## config.mk

```make
export PLATFORM = sky130hd
export DESIGN_NAME = boid_frame_writer_flat
export DESIGN_NICKNAME = d
export VERILOG_FILES = /design/src/rtl/boid_frame_writer_if.sv /design/src/rtl/boid_frame_writer.sv /design/src/flat_wrapper.sv
export SDC_FILE = /design/constraint.sdc
export NUM_CORES = 1
export LEC_CHECK = 0
export CAP_MARGIN = 20
export CORE_ASPECT_RATIO = 1.1
export CORE_MARGIN = 2
export CORE_UTILIZATION = 41
export CTS_BUF_LIST = sky130_fd_sc_hd__clkbuf_8 sky130_fd_sc_hd__clkbuf_16
export DETAILED_ROUTE_END_ITERATION = 6
export PLACE_DENSITY = 0.71
export SLEW_MARGIN = 20
export SYNTH_ARGS = -nofsm -noshare
export SYNTH_HDL_FRONTEND = slang
export SYNTH_SLANG_ARGS = --single-unit
```

## constraint.sdc

```tcl
create_clock -name clock -period 4.6 [get_ports clock]
set_input_delay 0.92 -clock clock [delete_from_list [all_inputs] [get_ports clock]]
set_output_delay 0.92 -clock clock [all_outputs]
set_load 0.01 [all_outputs]
```

## src/rtl/boid_frame_writer_if.sv

```systemverilog
// ---------------------------------------------------------------------------
// boid_frame_writer_if
//
// Bundles the signals that run between the frame writer, the BPUs, the VGA
// controller and the display RAM.
//
// Modports:
//   master : the frame writer itself
//            in  screen_end, boid_x, boid_y
//            out boid_sel, fb_clear, fb_we, fb_addr, busy, frame_count, overrun
//   slave  : the surrounding system (BPU mux, VGA controller, display RAM)
//            with the directions mirrored
// ---------------------------------------------------------------------------
interface boid_frame_writer_if #(
  parameter int BITS_FOR_BOIDS = 2,
  parameter int ADDR_WIDTH     = 19
) ();

  logic                      screen_end;
  logic [BITS_FOR_BOIDS-1:0] boid_sel;
  logic [9:0]                boid_x;
  logic [8:0]                boid_y;
  logic                      fb_clear;
  logic                      fb_we;
  logic [ADDR_WIDTH-1:0]     fb_addr;
  logic                      busy;
  logic [15:0]               frame_count;
  logic                      overrun;

  modport master (
    input  screen_end, boid_x, boid_y,
    output boid_sel, fb_clear, fb_we, fb_addr, busy, frame_count, overrun
  );

  modport slave (
    output screen_end, boid_x, boid_y,
    input  boid_sel, fb_clear, fb_we, fb_addr, busy, frame_count, overrun
  );

endinterface

```

## src/rtl/boid_frame_writer.sv

```systemverilog
// ---------------------------------------------------------------------------
// boid_frame_writer
//
// Frame-update sequencer. On each end-of-screen pulse it clears the display
// RAM for one cycle, then visits every BPU in turn: it selects the BPU,
// latches its position, and writes a SPRITE_SIZE x SPRITE_SIZE square of set
// pixels, clipped to the visible area. Every pixel slot takes one cycle even
// when clipped, so the frame length never depends on boid positions.
//
// Ports:
//   clock  : system clock, everything on the rising edge
//   reset  : synchronous, active-high; abandons any frame in progress
//   bus    : boid_frame_writer_if.master
//            screen_end (in)  end-of-frame pulse from the VGA controller
//            boid_x/y   (in)  position of the BPU addressed by boid_sel
//            boid_sel   (out) BPU index being read
//            fb_clear   (out) one-cycle display RAM clear
//            fb_we      (out) pixel write strobe (data is always 1)
//            fb_addr    (out) y*VIDEO_WIDTH + x
//            busy       (out) frame update in progress
//            frame_count(out) completed frames, wraps at 16 bits
//            overrun    (out) sticky: screen_end seen while busy
// ---------------------------------------------------------------------------
module boid_frame_writer #(
  parameter int MAX_BOIDS      = 4,
  parameter int BITS_FOR_BOIDS = 2,
  parameter int VIDEO_WIDTH    = 640,
  parameter int VIDEO_HEIGHT   = 480,
  parameter int ADDR_WIDTH     = 19,
  parameter int SPRITE_SIZE    = 2
) (
  input logic                clock,
  input logic                reset,
  boid_frame_writer_if.master bus
);

  typedef enum logic [2:0] {IDLE, CLEAR, LATCH, DRAW, DONE} state_t;

  localparam logic [BITS_FOR_BOIDS-1:0] LAST_BOID = BITS_FOR_BOIDS'(MAX_BOIDS - 1);
  localparam logic [2:0]                LAST_PIX  = 3'(SPRITE_SIZE - 1);
  localparam logic [10:0]               VIS_W     = 11'(VIDEO_WIDTH);
  localparam logic [9:0]                VIS_H     = 10'(VIDEO_HEIGHT);

  state_t                    state_q;
  logic [BITS_FOR_BOIDS-1:0] k_q;
  logic [BITS_FOR_BOIDS-1:0] boid_sel_q;
  logic [9:0]                bx_q;
  logic [8:0]                by_q;
  logic [2:0]                dx_q;
  logic [2:0]                dy_q;
  logic                      fb_clear_q;
  logic                      busy_q;
  logic [15:0]               frame_count_q;
  logic                      overrun_q;

  logic [10:0]           px;
  logic [9:0]            py;
  logic                  in_view;
  logic [ADDR_WIDTH-1:0] row_base;

  // Sequencer: state, pixel counters and all registered status outputs.
  always_ff @(posedge clock) begin
    if (reset) begin
      state_q       <= IDLE;
      k_q           <= '0;
      boid_sel_q    <= '0;
      bx_q          <= '0;
      by_q          <= '0;
      dx_q          <= '0;
      dy_q          <= '0;
      fb_clear_q    <= 1'b0;
      busy_q        <= 1'b0;
      frame_count_q <= '0;
      overrun_q     <= 1'b0;
    end else begin
      // A pulse arriving anywhere outside IDLE (DONE included) is dropped
      // and remembered until reset.
      if (bus.screen_end && state_q != IDLE) begin
        overrun_q <= 1'b1;
      end
      case (state_q)
        IDLE: begin
          if (bus.screen_end) begin
            state_q    <= CLEAR;
            fb_clear_q <= 1'b1;
            busy_q     <= 1'b1;
          end
        end
        CLEAR: begin
          fb_clear_q <= 1'b0;
          k_q        <= '0;
          boid_sel_q <= '0;
          state_q    <= LATCH;
        end
        LATCH: begin
          bx_q    <= bus.boid_x;
          by_q    <= bus.boid_y;
          dx_q    <= '0;
          dy_q    <= '0;
          state_q <= DRAW;
        end
        DRAW: begin
          if (dx_q == LAST_PIX) begin
            dx_q <= '0;
            if (dy_q == LAST_PIX) begin
              dy_q <= '0;
              if (k_q == LAST_BOID) begin
                state_q <= DONE;
              end else begin
                k_q        <= k_q + 1'b1;
                boid_sel_q <= k_q + 1'b1;
                state_q    <= LATCH;
              end
            end else begin
              dy_q <= dy_q + 1'b1;
            end
          end else begin
            dx_q <= dx_q + 1'b1;
          end
        end
        DONE: begin
          frame_count_q <= frame_count_q + 16'd1;
          busy_q        <= 1'b0;
          boid_sel_q    <= '0;
          state_q       <= IDLE;
        end
        default: state_q <= IDLE;
      endcase
    end
  end

  // Pixel coordinate and clipping, derived purely from latched position and
  // counters so boid_x/boid_y never reach fb_addr combinationally.
  always_comb begin
    px      = {1'b0, bx_q} + {8'b0, dx_q};
    py      = {1'b0, by_q} + {7'b0, dy_q};
    in_view = (state_q == DRAW) && (px < VIS_W) && (py < VIS_H);
  end

  // Row base address; the 640-wide case reduces to two shifts and an add.
  generate
    if (VIDEO_WIDTH == 640) begin : g_row_shift
      assign row_base = (ADDR_WIDTH'(py) << 9) + (ADDR_WIDTH'(py) << 7);
    end else begin : g_row_mult
      assign row_base = ADDR_WIDTH'(py) * ADDR_WIDTH'(VIDEO_WIDTH);
    end
  endgenerate

  assign bus.fb_we       = in_view;
  assign bus.fb_addr     = in_view ? (row_base + ADDR_WIDTH'(px)) : '0;
  assign bus.fb_clear    = fb_clear_q;
  assign bus.busy        = busy_q;
  assign bus.boid_sel    = boid_sel_q;
  assign bus.frame_count = frame_count_q;
  assign bus.overrun     = overrun_q;

endmodule

```

## src/flat_wrapper.sv

```systemverilog
// flat-port wrapper written by rule: the top's interface ports become plain ports
module boid_frame_writer_flat 
#(
  parameter int MAX_BOIDS      = 4,
  parameter int BITS_FOR_BOIDS = 2,
  parameter int VIDEO_WIDTH    = 640,
  parameter int VIDEO_HEIGHT   = 480,
  parameter int ADDR_WIDTH     = 19,
  parameter int SPRITE_SIZE    = 2
)
  (clock, reset, bus_screen_end, bus_boid_x, bus_boid_y, bus_boid_sel, bus_fb_clear, bus_fb_we, bus_fb_addr, bus_busy, bus_frame_count, bus_overrun);
  boid_frame_writer_if #(.BITS_FOR_BOIDS(BITS_FOR_BOIDS), .ADDR_WIDTH(ADDR_WIDTH)) bus_i ();
  input logic clock;
  input logic reset;
  input wire logic [$bits(bus_i.screen_end)-1:0] bus_screen_end;
  input wire logic [$bits(bus_i.boid_x)-1:0] bus_boid_x;
  input wire logic [$bits(bus_i.boid_y)-1:0] bus_boid_y;
  output wire logic [$bits(bus_i.boid_sel)-1:0] bus_boid_sel;
  output wire logic [$bits(bus_i.fb_clear)-1:0] bus_fb_clear;
  output wire logic [$bits(bus_i.fb_we)-1:0] bus_fb_we;
  output wire logic [$bits(bus_i.fb_addr)-1:0] bus_fb_addr;
  output wire logic [$bits(bus_i.busy)-1:0] bus_busy;
  output wire logic [$bits(bus_i.frame_count)-1:0] bus_frame_count;
  output wire logic [$bits(bus_i.overrun)-1:0] bus_overrun;
  assign bus_i.screen_end = bus_screen_end;
  assign bus_i.boid_x = bus_boid_x;
  assign bus_i.boid_y = bus_boid_y;
  assign bus_boid_sel = bus_i.boid_sel;
  assign bus_fb_clear = bus_i.fb_clear;
  assign bus_fb_we = bus_i.fb_we;
  assign bus_fb_addr = bus_i.fb_addr;
  assign bus_busy = bus_i.busy;
  assign bus_frame_count = bus_i.frame_count;
  assign bus_overrun = bus_i.overrun;
  boid_frame_writer #(.MAX_BOIDS(MAX_BOIDS), .BITS_FOR_BOIDS(BITS_FOR_BOIDS), .VIDEO_WIDTH(VIDEO_WIDTH), .VIDEO_HEIGHT(VIDEO_HEIGHT), .ADDR_WIDTH(ADDR_WIDTH), .SPRITE_SIZE(SPRITE_SIZE)) u_core (.clock(clock), .reset(reset), .bus(bus_i));
endmodule
```

; ---- After elaboration in Yosys (flattened, before gate mapping)
; Index checks and enable logic that the tools add are counted.
[word_totals]
out_inout_bits = 41
rom_bits = 0
reg_bits = 51
mem_count = 0
latchBits = 0
word_cells = 68
ram_bits = 0
[op_classes]
reduce_logical = 17
multipliers = 0
addsub = 8
shifts = 0
div_mod_pow = 0
muxes = 19
magnitude_cmp = 2
eq_ne = 11
n_bitwise = 0
[ops]
columns = cell, count
row1 = 2-to-1 mux 3 bit, 7
row2 = adder 19 x 11 -> 19 bit, 1
row3 = adder 19 x 17 -> 19 bit, 1
row4 = 2-to-1 mux 19 bit, 1
row5 = adder 16 x 1 -> 16 bit (second input constant), 1
row6 = case mux 3 bit (2 select lines), 2
row7 = case mux 3 bit (4 select lines), 1
row8 = adder 10 x 3 -> 11 bit, 1
row9 = < comparator 11 x 10 -> 1 bit (second input constant), 1
row10 = adder 9 x 3 -> 10 bit, 1
row11 = < comparator 10 x 9 -> 1 bit (second input constant), 1
row12 = nonzero test 2 bit, 5
row13 = == test 3 x 1 -> 1 bit (second input constant), 3
row14 = case mux 2 bit (2 select lines), 2
row15 = AND reduction 4 bit, 2
row16 = adder 3 x 1 -> 3 bit (second input constant), 2
row17 = == test 3 x 2 -> 1 bit (second input constant), 2
row18 = 2-to-1 mux 2 bit, 3
row19 = AND reduction 2 bit, 3
row20 = != test 2 x 1 -> 1 bit (second input constant), 2
row21 = != test 2 bit (second input constant), 2
row22 = case mux 1 bit (2 select lines), 2
row23 = == test 3 bit (second input constant), 1
row24 = logical AND 1 bit, 3
row25 = 7 further kinds, 7

; ---- Depth between registers and ports, before layout
; Gate-level depths: netlist of run 1.
[depth]
word_depth = 5
depth_mapped = 15
depth_no_buf = 15

; ---- Worst setup path before layout of run 1
; OpenSTA, ideal clock, no wires.
[synth_path]
path_kind = flip-flop to output port
start = register u_core.dy_q[1]
end = output bus_fb_addr[14]
path_slack_ps = 367
arrival_ps = 3313
t_required_ps = 3680
n_path_buf = 0
stages_incl_launch_ff = 12
path_cell_list = dfxtp_1 -> ha_1 -> a21o_1 -> a21oi_1 -> xnor2_1 -> fa_1 -> ha_1 -> nor2b_1 -> o21a_1 -> o21a_1 -> or3_1 -> a221oi_1
[synth_via]
elab_chain_cells = 4
[synth_lines]
columns = element, line
row1 = "start, declared", boid_frame_writer.sv:50  ; logic [2:0] dy_q;
row2 = "start signal, assigned", boid_frame_writer.sv:115  ; dy_q <= dy_q + 1'b1;
row3 = adder 9 x 3 -> 10 bit (*), boid_frame_writer.sv:136  ; py = {1'b0, by_q} + {7'b0, dy_q};
row4 = adder 19 x 17 -> 19 bit / < comparator 10 x 9 -> 1 bit (equally long branches), "boid_frame_writer.sv:143, boid_frame_writer.sv:137"
row5 = adder 19 x 11 -> 19 bit / logical AND 1 bit (equally long branches), "boid_frame_writer.sv:150, boid_frame_writer.sv:137"
row6 = 2-to-1 mux 19 bit (*), boid_frame_writer.sv:150  ; assign bus.fb_addr = in_view ? (row_base + ADDR_WIDTH'(px)) : '0;
row7 = "end, declared", flat_wrapper.sv:21  ; output wire logic [$bits(bus_i.fb_addr)-1:0] bus_fb_addr;
; Mark *: on every way between the ends. The rest lies on a longest branch, timed or not.

; ---- Worst setup path after layout of run 1
[layout_path]
start = register u_core.bx_q[0]
end = output bus_fb_addr[17]
[layout_via]
elab_chain_cells = 5
[layout_lines]
columns = element, line
row1 = "start, declared", boid_frame_writer.sv:47  ; logic [9:0] bx_q;
row2 = "start signal, assigned", boid_frame_writer.sv:96  ; bx_q <= bus.boid_x;
row3 = adder 10 x 3 -> 11 bit (*), boid_frame_writer.sv:135  ; px = {1'b0, bx_q} + {8'b0, dx_q};
row4 = branches (longest 3 deep; another with adder 19 x 11 -> 19 bit), -
row5 = 2-to-1 mux 19 bit (*), boid_frame_writer.sv:150
; Mark *: on every way between the ends.

==> results of run 1 <==
-- worst register-to-register path, delay by kind of cell, from the launching register on --
kind / cells / cell delay (ps)
flops: 1 / 330
compound gates: 1 / 140
buf+inv: 2 / 270
simple gates: 5 / 1370
-- worst min-delay path by stage --
stage	startpoint	endpoint	cells after the start
final	u_core.by_q[2]	u_core.by_q[2]	2
after global routing	u_core.by_q[2]	u_core.by_q[2]	2
after detailed placement	u_core.by_q[2]	u_core.by_q[2]	2
after floorplan	u_core.bx_q[0]	u_core.bx_q[0]	2
after global placement	u_core.by_q[0]	u_core.by_q[0]	2
after CTS	u_core.by_q[2]	u_core.by_q[2]	2
-- repair_timing --
action	in CTS	in global routing
hold buffers	0	0
buffers inserted	3	6
setup endpoints to repair	7	6
pin swaps	9	20
gates resized for setup	28	24
-- cells by family after synthesis --
group / count (synthesis)
AO/OA/AOI/OAI: 73
XOR/XNOR: 34
adder cells (fa/ha/maj): 31
buffers and inverters: 33
flip-flops: 51
multiplexers: 2
AND/OR/NAND/NOR: 184
-- cell usage after synthesis (3+ instances only) --
cell / count / area share (%)
a21o_1: 4 / 0.93
a21oi_1: 41 / 6.3
a22oi_1: 3 / 0.70
buf_2: 3 / 0.46
clkbuf_1: 10 / 1.2
dfxtp_1: 51 / 32
fa_1: 5 / 3.1
ha_1: 26 / 10
inv_1: 17 / 2.0
nand2_1: 60 / 7.0
nand2b_1: 4 / 0.77
nand3_1: 14 / 2.2
nand3b_1: 3 / 0.70
nand4_1: 7 / 1.4
nor2_1: 54 / 6.3
nor2b_1: 3 / 0.58
nor3_1: 12 / 1.9
nor4_1: 4 / 0.77
o21a_1: 4 / 0.93
o21ai_0: 6 / 0.93
o31ai_1: 3 / 0.70
or3_1: 7 / 1.4
xnor2_1: 15 / 4.1
xor2_1: 19 / 5.1
-- metrics by stage --
stage	util [%]	setup slack, ps	TNS, ps
after floorplan	-	367	0
after global placement	51.8	47.8	0
after detailed placement	51.8	-101	-327
after CTS	54.0	-23.8	-23.8
after global routing	55.5	-95.0	-199
final	55.5	82.7	0
-- cell usage in the layout (no fill, tap or decap), types with 3 or more instances in the layout --
cell type        synthesis  layout
nand2_1                 60      60
clkdlybuf4s50_1          0      54
nor2_1                  54      52
dfxtp_1                 51      46
a21oi_1                 41      38
buf_4                    0      24
ha_1                    26      19
xor2_1                  19      18
inv_1                   17      17
xnor2_1                 15      14
nand3_1                 14      12
nor3_1                  12      11
nand4_1                  7       7
or3_1                    7       7
o21ai_0                  6       6
a21oi_2                  2       5
ha_4                     0       5
clkbuf_8                 1       5
dfxtp_2                  0       5
a21o_1                   4       4
nor4_1                   4       4
nand2b_1                 4       4
o21a_1                   4       4
buf_2                    3       4
nor2_2                   1       3
nand3b_1                 3       3
a22oi_1                  3       3
fa_2                     0       3
-- layout make-up --
class,count,area (sq um)
Multi-Input combinational cell,324,2220
Inverter,17,63.8
Tap cell,108,135
Timing Repair Buffer,87,787
Fill cell,715,3460
Clock inverter,3,16.3
Sequential cell,51,1030
Clock buffer,5,68.8
-- state kept, by name (all words and copies together) (netlist names) --
signal                  cells
u_core.dy_q                 3
u_core.bus.frame_count     16
u_core.bx_q                10
u_core.bus.boid_sel         2
u_core.dx_q                 3
u_core.k_q                  2
u_core.state_q              3
u_core.bus.overrun          1
u_core.bus.busy             1
u_core.by_q                 9
u_core.bus.fb_clear         1
-- power groups by stage --
| stage | clock (mW) | sequential, mW | combinational [mW] |
|---|---|---|---|
| floorplan | 0 | 0.484 | 0.115 |
| global placement | 0 | 0.490 | 0.164 |
| detailed placement | 0 | 0.491 | 0.168 |
| CTS | 0.259 | 0.481 | 0.176 |
| global route | 0.275 | 0.485 | 0.207 |
| finish | 0.247 | 0.482 | 0.186 |
-- layer usage --
layer	wire length, um	part of all wire (%)
met5	0	0
met4	105	1.4
met1	3320	45
met3	211	2.9
met2	3710	51
==> results.toml, run 1 <==
[global_routing]
grtUsageMet2_pct = 30.1
grt.total_usage_pct = 16.8
grt_antenna_before_repair = 0
grt_use_met3_pct = 2.38
grt_pass1_wl_um = 12100
grt_start_max_net_pins = 52
overflow = 0
grt_pass1_vias = 2914
grtUsageMet1_pct = 20.4
grt_busiest_layer = "met2"

[floorplan]
start_util_pct = 41.6
die_h_um = 97.2
die-area_sq_um = 8630
ios = 63
coreArea_sq_um = 7780
rows = 34
dieWidth_um = 88.8

[power]
pwr-share-clk_pct = 27.0
powerDensity_nw_per_um2 = 212
netSwitchingFraction_pct = 28.5
ir_drop_mv = 0.175
comb_power_share_pct = 20.3
intPower_mw = 0.654
sequentialPowerShare_pct = 52.7
power_mw = 0.915
power_leakage_nw = 1.68
netSwitchingPower_mw = 0.261

[timing]
fin_crit_ps = 4520
slew_headroom_pct = 36.9
whs_ps = 465
slew_violations = 0
worst_slew_pin_slew_ps = 946
fmax_mhz = 221
fin_skew_ps = 11.9
finalCritPeriodShare_pct = 98.2
grt_setup_unrepaired = "true"
final_hold_viol_count = 0
finalSetupViolations = 0

[final_layout]
nets = 539
drive_above_1_share_pct = 16.0
final_cell_area_sq_um = 4320
stdcell_count = 595
n_antenna_cell = 0
syn2layout_area_growth_pct = 33.4

[yosys]
synth-edff-count = 0
synth_cells = 408
synth_ff_type = "dfxtp_1"
synthesis.nets = 461
synthMuxAreaShare_pct = 0.618
synth.cell_area_sq_um = 3240
synth_simple_gate_area_share_pct = 27.4
seq_area_frac_synth_pct = 31.5
synth_xor_area_share_pct = 9.19
synth_compound_area_share_pct = 13.5
async_flop_share_pct = 0
syn_avg_cell_area_sq_um = 7.94
ys_warn_count = 0
ys_types = 51
synth_top_family_by_area = "simple AND/OR/NAND/NOR gates"
synth_fa_ha_area_share_pct = 13.1
synth-seq-cells = 51

[clock_tree]
htree_levels = 2
cts_root_buf = "clkbuf_8"
clk_latency_ps = 300
cts_tree = "built"
clockBufferDepth = 2
clkSlewWorstSetupHoldPaths_ps = 90
cts-buffers-inserted = 5
cts_sinks = 51

[route]
drc = 0
vias = 3032
via_per_inst = 5.10
wire_per_inst_um = 12.3
antenna_left = 0
dr.pass1.iters = 4
finalWirelength_um = 7350
drt_iter0_drc = 63

[placement]
hpwl_um = 5250
port_buffers = 62
dp_cells = 578
gp_congestion = 0.807
placed_area_sq_um = 4030

[worst_setup_path]
path_buf_inv = 3
crit_path_end = "bus_fb_addr[17]"
crit_path_end_kind = "output port"
cp_slowest_cell = "fa_1"
reg2reg_from = "u_core.dx_q[1]"
path_common_cell = "ha_4"
worst-r2r-cell-count = 8
crit_arrival_ps = 3600
r2r-end = "u_core.k_q[1]"
critPathRequiredTime_ps = 3680
startpoint = "u_core.bx_q[0]"
cp-start-kind = "flop"
cp_top_family = "adder cells"
slowest_delay_ps = 500
critPathMaxFanout = 3
critPathKind = "reg -> out"
path_cells = "ha_4, fa_2, a21o_1, nand2_1, nor2_2, fa_1, ha_4, buf_6, nand3_2, o211ai_1, nor3_2, buf_4, o31ai_4, xnor2_1, nor2_1, buf_2"
r2r_setup_slack_ps = 2410
path_depth = 16

[run_status]
status = "finished clean"

[run]
cap_violations = 0

[min_path]
hp-class = "reg -> reg"
No activity file was read; power rests on OpenSTA's default activity.
==> run 2, diff against run 1 <==
CTS_BUF_LIST = default   (was sky130_fd_sc_hd__clkbuf_8 sky130_fd_sc_hd__clkbuf_16)
SLEW_MARGIN = default   (was 20)
==> run 2 against run 1 <==
Against the previous run: die area unchanged; count of clock-buffer cells in the layout increased by 1; global-route usage unchanged; first-iteration DRC count unchanged; utilization unchanged; cell count unchanged.
==> results.toml, run 2 (synthesis gave the netlist of run 1 again) <==
[run_status]
status = "finished clean"

[clock_tree]
cts_tree = "built"
cts_root_buf = "clkbuf_8"
clockBufferDepth = 2
cts-buffers-inserted = 5
clkSlewWorstSetupHoldPaths_ps = 90
htree_levels = 2
cts_sinks = 51
clk_latency_ps = 300

[floorplan]
start_util_pct = 41.6
die_h_um = 97.2
dieWidth_um = 88.8
coreArea_sq_um = 7780
ios = 63
die-area_sq_um = 8630
rows = 34

[placement]
dp_cells = 578
placed_area_sq_um = 4030
hpwl_um = 5250
gp_congestion = 0.807
port_buffers = 62

[route]
dr.pass1.iters = 4
drc = 0
finalWirelength_um = 7350
vias = 3033
wire_per_inst_um = 12.3
antenna_left = 0
drt_iter0_drc = 63
via_per_inst = 5.10

[worst_setup_path]
critPathRequiredTime_ps = 3680
cp-start-kind = "flop"
crit_arrival_ps = 3600
crit_path_end_kind = "output port"
critPathKind = "reg -> out"
worst-r2r-cell-count = 8
critPathMaxFanout = 3

[final_layout]
final_cell_mix = "nand2_1, clkdlybuf4s50_1, nor2_1, dfxtp_1, a21oi_1"
stdcell_count = 595
largest_reg_flops = 16
layout_commonest_cell = "nand2_1"
syn2layout_area_growth_pct = 33.4
nets = 539
fillers = 715
n_antenna_cell = 0
final_cell_area_sq_um = 4320
drive_above_1_share_pct = 16.0
finish.utilization_pct = 55.5

[global_routing]
grt_start_max_net_pins = 52
grt_pass1_vias = 2914
grt.total_usage_pct = 16.8
grt_antenna_before_repair = 0
overflow = 0
grt_pass1_wl_um = 12100

[power]
power_leakage_nw = 1.68
intPower_mw = 0.657
netSwitchingPower_mw = 0.261
powerDensity_nw_per_um2 = 212
netSwitchingFraction_pct = 28.4
pwr-share-clk_pct = 27.2
ir_drop_mv = 0.175
sequentialPowerShare_pct = 52.5
comb_power_share_pct = 20.3

[timing]
fin_crit_ps = 4520
finalSetupViolations = 0
slew_violations = 0
finalCritPeriodShare_pct = 98.2
grt_setup_unrepaired = "true"
final_hold_viol_count = 0
slew_headroom_pct = 36.9
fin_skew_ps = 11.9
worst_slew_pin_slew_ps = 946
fmax_mhz = 221

[min_path]
hold_depth = 2
hp-class = "reg -> reg"

[run]
cap_violations = 0
-- run 2: cell type report --
class                      count  area (sq um)  area share (%)
inverter                      17          63.8            1.48
clock inverter                 2          12.5           0.289
sequential                    51          1030            23.8
multi-input combinational    324          2220            51.5
timing repair buffer          87           787            18.2
clock buffer                   6          72.6            1.68
tap                          108           135            3.13
-- run 2: routing by layer --
layer | up-vias | track usage [%] | wire [um]
met3 | 10 | 2.38 | 211
met4 | 0 | 4.90 | 105
met1 | 1415 | 20.4 | 3320
li1 | 1553 | - | -
met5 | - | 0 | 0
met2 | 55 | 30.1 | 3710
-- run 2: path summary, 6_finish.rpt --
check                           slack (ps)           start               to
worst max register to register        2410  u_core.dx_q[1]    u_core.k_q[1]
worst min register to register         470  u_core.by_q[2]   u_core.by_q[2]
worst max-delay path                    80  u_core.bx_q[0]  bus_fb_addr[17]
worst min-delay path                   470  u_core.by_q[2]   u_core.by_q[2]
-- run 2: critical path, cell delays in order, from the launching register on --
cell and delay (ps):
dfxtp_2 360, ha_4 170, fa_2 360, a21o_1 220, nand2_1 90, nor2_2 50, fa_1 500, ha_4 300
buf_6 100, nand3_2 60, o211ai_1 290, nor3_2 80, buf_4 150, o31ai_4 250, xnor2_1 140, nor2_1 60
buf_2 140
-- run 2: power by group through the flow --
stage	Clock (mW)	Combinational, mW	Sequential (mW)
5_1_grt	0.277	0.207	0.485
6_report	0.249	0.186	0.482
3_3_place_gp	0	0.164	0.490
2_1_floorplan	0	0.115	0.484
4_1_cts	0.261	0.176	0.481
3_5_place_dp	0	0.168	0.491
-- run 2: through the flow --
stage	TNS, ps	hold WS, ps	total power [mW]	worst slack (ps)
2_1_floorplan	0	440	0.599	367
3_3_place_gp	0	452	0.654	47.8
3_5_place_dp	-327	456	0.659	-101
4_1_cts	-23.8	469	0.918	-23.8
5_1_grt	-199	484	0.968	-95.0
6_report	0	465	0.917	82.7
-- run 2: what timing repair did --
item | in CTS | in global routing
pin swaps | 9 | 20
resized for setup | 28 | 24
hold buffers | 0 | 0
endpoints found under the setup margin | 7 | 6
buffers inserted | 3 | 6
==> run 3, diff against run 2 <==
CORE_ASPECT_RATIO = 0.7   (was 1.1)
DONT_BUFFER_PORTS = 1   (was default)
PLACE_DENSITY = 0.6   (was 0.71)
==> run 3 against run 2 <==
Against the previous run: hold slack worse by 3.4 ps; critical path depth down 4; non-clock buffer count is 71 lower; combinational power fell by 27%; worst setup slack improved by 35 ps; global-route usage is 0.74 points higher; sequential share of layout area rose by 4.1 points; total power up 8.5%; largest power group unchanged; count of clock-buffer cells in the layout down 1.
==> results.toml, run 3 (synthesis gave the netlist of run 1 again) <==
[route]
via_per_inst = 5.24
finalWirelength_um = 7250
drt_iter0_drc = 110
vias = 2711
drc = 0
dr.pass1.iters = 4
antenna_left = 0
wire_per_inst_um = 14.0

[timing]
whs_ps = 462
finalCritPeriodShare_pct = 97.4
fin_ws_ps = 117
worst_slew_pin_slew_ps = 800
finalSetupViolations = 0
final_hold_viol_count = 0
fin_skew_ps = 9.57
grt_setup_unrepaired = "true"
fmax_mhz = 223
slew_violations = 0
fin_crit_ps = 4480
fin_tns_setup_ps = 0
slew_headroom_pct = 46.7

[floorplan]
rows = 27
die-area_sq_um = 8640
coreArea_sq_um = 7770
ios = 63
die_h_um = 78.4
dieWidth_um = 110
start_util_pct = 41.7

[power]
comb_power_share_pct = 13.6
intPower_mw = 0.721
netSwitchingPower_mw = 0.274
ir_drop_mv = 0.127
pwr-share-clk_pct = 37.7
sequentialPowerShare_pct = 48.7
netSwitchingFraction_pct = 27.5
powerDensity_nw_per_um2 = 269
power_leakage_nw = 1.41

[worst_setup_path]
critPathRequiredTime_ps = 3680
critPathMaxFanout = 4
path_buf_inv = 1
startpoint = "u_core.by_q[1]"
cp_slowest_cell = "fa_1"
cp-start-kind = "flop"
reg2reg_from = "u_core.state_q[0]"
cp_top_family = "adder cells"
crit_path_end_kind = "output port"
crit_arrival_ps = 3560
path_cells = "ha_1, a21o_1, a21oi_4, xnor2_2, fa_1, ha_4, nor2b_4, o21a_1, o21a_1, or3_1, a221oi_2, buf_4"
slowest_delay_ps = 590
path_common_cell = "o21a_1"
critPathKind = "reg -> out"

[clock_tree]
cts-buffers-inserted = 5
cts_root_buf = "clkbuf_16"
htree_levels = 2
clockBufferDepth = 2
cts_tree = "built"
clk_latency_ps = 300
clkSlewWorstSetupHoldPaths_ps = 70
cts_sinks = 51

[final_layout]
n_antenna_cell = 0
largest_reg_flops = 16
nets = 468
final_cell_area_sq_um = 3700
stdcell_count = 517
syn2layout_area_growth_pct = 14.3
layout_commonest_cell = "nand2_1"
drive_above_1_share_pct = 14.9
final_cell_mix = "nand2_1, nor2_1, dfxtp_1, a21oi_1, ha_1"

[min_path]
hold_start = "u_core.bx_q[2]"
hp-class = "reg -> reg"

[global_routing]
grt_pass1_vias = 2567
grt_start_max_net_pins = 52
grt.total_usage_pct = 17.5
grt_pass1_wl_um = 12100
grt_antenna_before_repair = 0
overflow = 0

[placement]
pre_cts_ws_ps = 214
gp_congestion = 0.853
placed_area_sq_um = 3320
dp_cells = 497
port_buffers = 0
hpwl_um = 5210

[run]
cap_violations = 0

[run_status]
status = "finished clean"
run 3: cell types whose count changed in the layout (fill, tap and decap cells not counted), sizes merged, moves of 2 or more:
cell           before  now
clkbuf              7    5
clkdlybuf4s50      54    0
dlygate4sd2         2    0
buf                29   16
run 3: through the flow:
stage / util, % / power (mW)
after CTS: 45.3 / 0.998
after global routing: 47.6 / 1.05
after global placement: 42.7 / 0.618
final: 47.6 / 0.995
after floorplan: - / 0.599
after detailed placement: 42.7 / 0.620
run 3: path summary, 6_finish.rpt:
kind         slack, ps                         end  cells past startpoint
min reg2reg        460              u_core.bx_q[2]                      2
min                460              u_core.bx_q[2]                      2
max                120             bus_fb_addr[14]                     12
max reg2reg       2410  u_core.bus.frame_count[15]                      6
run 3: layout make-up:
class                   count  area [sq um]
fillers                   790          4070
clock buffers               5           125
repair buffers             16           120
flip-flops and latches     51          1030
well taps                 101           126
inverters                  17          63.8
clock inverters             3          22.5
multi-input cells         324          2210
run 3: power groups by stage:
stage	clock (mW)	sequential [mW]	combinational, mW
after floorplan	0	0.484	0.115
after global placement	0	0.494	0.124
after detailed placement	0	0.494	0.125
after CTS	0.386	0.485	0.127
after global routing	0.404	0.487	0.158
final	0.375	0.484	0.136
run 3: layer usage:
metal | vias up | global-route usage (%) | share of wire, %
met4 | 0 | 3.75 | 0.66
li1 | 1408 | - | -
met5 | - | 0 | 0
met2 | 55 | 25.9 | 42
met1 | 1243 | 24.8 | 51
met3 | 5 | 5.90 | 6.8
run 3: timing repair:
action,in CTS,in global routing
pin swaps,5,7
setup buffers,3,9
endpoints found under the setup margin,5,5
resized for setup,9,24
hold buffers,0,0
run 3: worst reg2reg max path: cells and delay by family (launching register included):
family / cells / cell delay, ps
AO/OA/AOI/OAI: 1 / 140
AND/OR/NAND/NOR: 5 / 1520
flip-flops: 1 / 470
